===== src/rtl/decoder_scan_sequencer.sv =====
// ---------------------------------------------------------------------------
// decoder_scan_sequencer
//
// Upstream select generator for the decoder3x8 stage. It walks the eight
// select codes {I1,I2,I3} (I1 = MSB) and holds each code with EN=1 for
// DWELL_CYCLES clocks. It can scan continuously, make a single sweep of
// eight codes, or step one code at a time from IDLE.
//
// Build option:
//   GRAY_SEQ_EN - when defined, the code advance follows the 3-bit Gray
//                 sequence 000,001,011,010,110,111,101,100. In that case
//                 START_CODE is taken as a position in the sequence. When
//                 undefined, the code advance is a plain binary +/-1.
//
// Parameters:
//   DWELL_CYCLES - clocks each code is held with EN=1 (1..255)
//   START_CODE   - code loaded at reset and on every START
//
// Ports:
//   CLK   in   system clock, rising edge
//   RST   in   synchronous active-high reset
//   START in   begin a scan from START_CODE (level sampled)
//   STOP  in   abort the scan or step and return to IDLE
//   STEP  in   in IDLE, present the current code for one dwell, then advance
//   MODE  in   0 = continuous scan, 1 = one-shot sweep of 8 codes
//   DIR   in   0 = increment, 1 = decrement
//   EN    out  decoder enable (registered)
//   I1    out  select bit 2 (registered)
//   I2    out  select bit 1 (registered)
//   I3    out  select bit 0 (registered)
//   BUSY  out  high in SCAN or STEP_HOLD
//   DONE  out  one-cycle pulse at the end of a one-shot sweep
// ---------------------------------------------------------------------------
module decoder_scan_sequencer #(
    parameter int unsigned DWELL_CYCLES = 4,
    parameter logic [2:0]  START_CODE   = 3'd0
) (
    input  logic CLK,
    input  logic RST,
    input  logic START,
    input  logic STOP,
    input  logic STEP,
    input  logic MODE,
    input  logic DIR,
    output logic EN,
    output logic I1,
    output logic I2,
    output logic I3,
    output logic BUSY,
    output logic DONE
);

    typedef enum logic [1:0] {
        ST_IDLE      = 2'd0,
        ST_SCAN      = 2'd1,
        ST_STEP_HOLD = 2'd2
    } state_t;

    localparam logic [7:0] DWELL_LAST = 8'(DWELL_CYCLES - 1);
    localparam logic [3:0] SWEEP_MAX  = 4'd8;

    function automatic logic [2:0] bin2gray(input logic [2:0] b);
        return b ^ (b >> 1);
    endfunction

    function automatic logic [2:0] gray2bin(input logic [2:0] g);
        logic [2:0] b;
        b[2] = g[2];
        b[1] = b[2] ^ g[1];
        b[0] = b[1] ^ g[0];
        return b;
    endfunction

    // Next select code for one advance in the requested direction.
    function automatic logic [2:0] next_code(input logic [2:0] c, input logic dn);
        logic [2:0] pos;
`ifdef GRAY_SEQ_EN
        // Step the sequence position, then re-encode so only one bit flips.
        pos = gray2bin(c);
        pos = dn ? pos - 3'd1 : pos + 3'd1;
        return bin2gray(pos);
`else
        pos = c;
        return dn ? pos - 3'd1 : pos + 3'd1;
`endif
    endfunction

`ifdef GRAY_SEQ_EN
    localparam logic [2:0] START_SEL = bin2gray(START_CODE);
`else
    localparam logic [2:0] START_SEL = START_CODE;
`endif

    state_t     state_q, state_d;
    logic [2:0] code_q,  code_d;
    logic [7:0] dwell_q, dwell_d;
    logic [3:0] sweep_q, sweep_d;
    logic       en_q,    en_d;
    logic       busy_q,  busy_d;
    logic       done_q,  done_d;

    logic       dwell_end;

    assign dwell_end = (dwell_q == DWELL_LAST);

    always_comb begin
        state_d = state_q;
        code_d  = code_q;
        dwell_d = dwell_q;
        sweep_d = sweep_q;
        en_d    = 1'b0;
        busy_d  = 1'b0;
        done_d  = 1'b0;

        case (state_q)
            ST_IDLE: begin
                if (STOP) begin
                    state_d = ST_IDLE;
                end else if (START) begin
                    state_d = ST_SCAN;
                    code_d  = START_SEL;
                    dwell_d = '0;
                    sweep_d = '0;
                    en_d    = 1'b1;
                    busy_d  = 1'b1;
                end else if (STEP) begin
                    state_d = ST_STEP_HOLD;
                    dwell_d = '0;
                    en_d    = 1'b1;
                    busy_d  = 1'b1;
                end
            end

            ST_SCAN: begin
                en_d   = 1'b1;
                busy_d = 1'b1;
                if (STOP) begin
                    state_d = ST_IDLE;
                    dwell_d = '0;
                    en_d    = 1'b0;
                    busy_d  = 1'b0;
                end else if (dwell_end) begin
                    dwell_d = '0;
                    // Saturate so a late switch to one-shot still ends at once.
                    sweep_d = (sweep_q >= SWEEP_MAX) ? SWEEP_MAX : sweep_q + 4'd1;
                    if (MODE && (sweep_q >= SWEEP_MAX - 4'd1)) begin
                        state_d = ST_IDLE;
                        code_d  = START_SEL;
                        en_d    = 1'b0;
                        busy_d  = 1'b0;
                        done_d  = 1'b1;
                    end else begin
                        code_d = next_code(code_q, DIR);
                    end
                end else begin
                    dwell_d = dwell_q + 8'd1;
                end
            end

            ST_STEP_HOLD: begin
                en_d   = 1'b1;
                busy_d = 1'b1;
                if (STOP) begin
                    state_d = ST_IDLE;
                    dwell_d = '0;
                    en_d    = 1'b0;
                    busy_d  = 1'b0;
                end else if (dwell_end) begin
                    state_d = ST_IDLE;
                    dwell_d = '0;
                    code_d  = next_code(code_q, DIR);
                    en_d    = 1'b0;
                    busy_d  = 1'b0;
                end else begin
                    dwell_d = dwell_q + 8'd1;
                end
            end

            default: begin
                state_d = ST_IDLE;
                dwell_d = '0;
            end
        endcase
    end

    always_ff @(posedge CLK) begin
        if (RST) begin
            state_q <= ST_IDLE;
            code_q  <= START_SEL;
            dwell_q <= '0;
            sweep_q <= '0;
            en_q    <= 1'b0;
            busy_q  <= 1'b0;
            done_q  <= 1'b0;
        end else begin
            state_q <= state_d;
            code_q  <= code_d;
            dwell_q <= dwell_d;
            sweep_q <= sweep_d;
            en_q    <= en_d;
            busy_q  <= busy_d;
            done_q  <= done_d;
        end
    end

    assign EN   = en_q;
    assign I1   = code_q[2];
    assign I2   = code_q[1];
    assign I3   = code_q[0];
    assign BUSY = busy_q;
    assign DONE = done_q;

endmodule


===== config.mk =====
export PLATFORM = sky130hd
export DESIGN_NAME = decoder_scan_sequencer
export DESIGN_NICKNAME = d
export VERILOG_FILES = /design/src/rtl/decoder_scan_sequencer.sv
export SDC_FILE = /design/constraint.sdc
export NUM_CORES = 1
export LEC_CHECK = 0
export BUFFER_PORTS_ARGS = -buffer_cell sky130_fd_sc_hd__buf_4
export CORE_MARGIN = 1.5
export CORE_UTILIZATION = 60
export CTS_BUF_LIST = sky130_fd_sc_hd__clkbuf_2 sky130_fd_sc_hd__clkbuf_4 sky130_fd_sc_hd__clkbuf_8
export DETAILED_ROUTE_END_ITERATION = 8
export PLACE_DENSITY = 0.92
export SYNTH_ARGS = -nofsm -noshare
export SYNTH_HDL_FRONTEND = slang
export SYNTH_SLANG_ARGS = --single-unit

===== constraint.sdc =====
create_clock -name CLK -period 2.1 [get_ports CLK]
set_clock_uncertainty 0.2 [all_clocks]
set_input_delay 0 -clock CLK [delete_from_list [all_inputs] [get_ports CLK]]
set_output_delay 0 -clock CLK [all_outputs]
set_load 0.02 [all_outputs]

==> reports/qor.txt <==
Outcome: finished clean
Sequential-to-total area share from yosys stat: 0.325
Final Hold Viols: 0
Worst setup SP type: register
Sequential share of power: 0.521
Hold WS: 0.313 ns
EDFF count, synth: 0
Fin area: 1400 um^2
WS Path Type: reg2reg
Largest net degree at the start of global routing: 13
Syn Nets: 151
Slew @ Worst Pin: 0.575 ns
Total global-route track usage: 0.295
Worst skew pair latency: 0.30 ns
Hpwl dp: 2030 um
Area contributors post-synth: dfxtp_1 (33%), ha_1 (7.5%), xnor2_1 (6.0%), a211oi_1 (5.8%), inv_1 (3.9%)
Ys async rst share: 0
DRT Pass-1 Iters: 4
Area grow syn2layout: 19.4%
Fmax: 484 MHz
Total Wirelength: 2920 um
Antenna violations before repair: 0
Setup TNS: 0 ns
Vias in the first global route: 1036
Routed vias/inst: 6.16
Hold Path Cell Cnt: 2
Share of post-route cells with drive strength above 1: 0.185
Yosys reg bits: 19
Comb power frac: 0.200
Synth Flop Type: dfxtp_1
Final period util: 0.983
Antenna Nets Post-Route: 0
H-tree depth: 1
Post-Syn Instances: 136
CTS tree: yes
Syn. warnings: 0
Internal: 516 uW
Worst setup EP type: register
Crit Path Max Fanout: 9
I/O pins: 13
Avg Inst Size Synth: 8.59 um^2
Synth cell types: 39
RSZ-0062 raised after global routing: true
VDD IR max: 459 uV
Die area: 2220 um^2
PwrDens: 516 nW/um^2
Clock power frac: 0.280
Hold crit path type: reg2reg
CTS max path bufs: 2
Leak pwr: 0.511 nW
WP data arrival: 2.10 ns
Rel. slew slack: 0.615
Mapped cell area: 1170 um^2
DR iter-0 viols: 43
DP Area: 1290 um^2
Max Slew Vio Count: 0
Final Critical Period: 2.06 ns
Core ar.: 1780 um^2
Initial core utilization: 0.655
CTS root buffer: clkbuf_4
Max cap viols: 0
Share of the synthesized area in the top cell type: 0.325
Count of final setup violators: 0
Setup WS pre-CTS: 0.114 ns
Die Y: 47.1 um
DRC: 0
Gpl congestion: 0.853
Std cell rows: 15
WP data required: 2.13 ns
Wire per inst: 16.1 um
Ant diodes: 0
Nets@finish: 173
Total power: 720 uW
Clock sinks: 19
TritonCTS buffer count: 3
Setup WS post-layout: 0.0352 ns
Clk slew on worst S/H paths: 0.11 ns
Die Width: 47.1 um
Top-count cell post-synth: dfxtp_1
IO Port Bufs: 12
Post-synth top cells: dfxtp_1 (19), inv_1 (12), nor2_1 (11), a211oi_1 (9)
Psw: 204 uW
Post-synth top area cell: dfxtp_1
Grt total ovfl: 0
Switch share: 0.283
Wire length of the first global-routing pass: 4550 um
Worst r2r path cells: 6
Via Count: 1121
==> registers in the layout (all words and copies together), names as in the netlist <==
signal   flops
code_q       3
sweep_q      4
dwell_q      8
DONE         1
BUSY         1
state_q      2
==> layout by cell type, fill, tap and decap left out, types with 2 or more instances in the layout <==
cell type,instances
nand3_1,2
or3_1,3
ha_1,7
dlygate4sd3_1,6
nand4_1,6
clkbuf_4,4
a21o_1,2
nor3_2,2
xnor2_1,8
nand2_1,5
nor3b_1,3
nor2_1,11
o31ai_1,2
inv_1,12
nor2b_1,2
buf_4,15
o21ai_0,5
a211oi_1,9
dfxtp_1,18
a21oi_1,8
nand2b_1,3
nor4_1,2
nor3_1,5
==> critical path: stages (launching register included) <==
cell,delay [ns]
dfxtp_1,0.38
inv_1,0.09
ha_1,0.31
nand2b_1,0.23
a211oi_1,0.42
nand4_1,0.17
a21oi_1,0.20
==> final cells by class <==
type	instances	area, um^2
Tap cell	25	31.3
Timing Repair Buffer	21	173
Multi-Input combinational cell	101	734
Clock buffer	4	30.0
Inverter	12	45.0
Fill cell	119	388
Sequential cell	19	382
==> kinds of logic (layout without fill, tap and decap cells) <==
kind of cell / Yosys count / count (layout) / share of synthesized area
and+or+nand+nor: 48 / 48 / 0.239
AOI/OAI and AO/OA: 37 / 37 / 0.228
DFF: 19 / 19 / 0.325
buffers and inverters: 16 / 37 / 0.0557
adders and majority gates: 8 / 8 / 0.0921
xor gates and xnor gates: 8 / 8 / 0.0600
==> metal layers <==
| layer | wire length [um] | vias to the layer above | GRT usage | part of all wire |
|---|---|---|---|---|
| met2 | 1470 | 47 | 0.499 | 0.50 |
| met4 | 56 | 0 | 0.117 | 0.019 |
| li1 | - | 533 | - | - |
| met1 | 1230 | 532 | 0.368 | 0.42 |
| met3 | 160 | 9 | 0.0577 | 0.055 |
| met5 | 0 | - | 0 | 0 |
==> final timing paths <==
path | endpoint | startpoint | slack [ns]
worst max-delay path | code_q[1]$_SDFFE_PP0P_ | state_q[1]$_SDFFE_PP0P_ | 0.04
worst min-delay path | dwell_q[1]$_SDFFE_PP0P_ | dwell_q[1]$_SDFFE_PP0P_ | 0.31
worst max register to register | code_q[1]$_SDFFE_PP0P_ | state_q[1]$_SDFFE_PP0P_ | 0.04
worst min register to register | dwell_q[1]$_SDFFE_PP0P_ | dwell_q[1]$_SDFFE_PP0P_ | 0.31
==> per-stage QoR <==
| stage | std cells | utilization |
|---|---|---|
| finish | 182 | 0.782 |
| global route | 182 | 0.782 |
| CTS | 182 | 0.775 |
| detailed placement | 172 | 0.725 |
| global placement | 172 | 0.725 |
| floorplan | 136 | - |
==> power groups by stage <==
stage,Clock [mW],Sequential [mW],Combinational (mW)
detailed placement,0,0.382,0.126
global route,0.215,0.376,0.155
global placement,0,0.382,0.122
CTS,0.204,0.374,0.138
finish,0.201,0.375,0.144
floorplan,0,0.384,0.0855
==> repair_timing <==
action	CTS	global route
hold buffers	6	0
endpoints found under the hold margin	11	0
resized for setup	0	3
endpoints found under the setup margin	0	7
buffers inserted	0	0
Note: power is estimated with default switching activity, not from simulation.
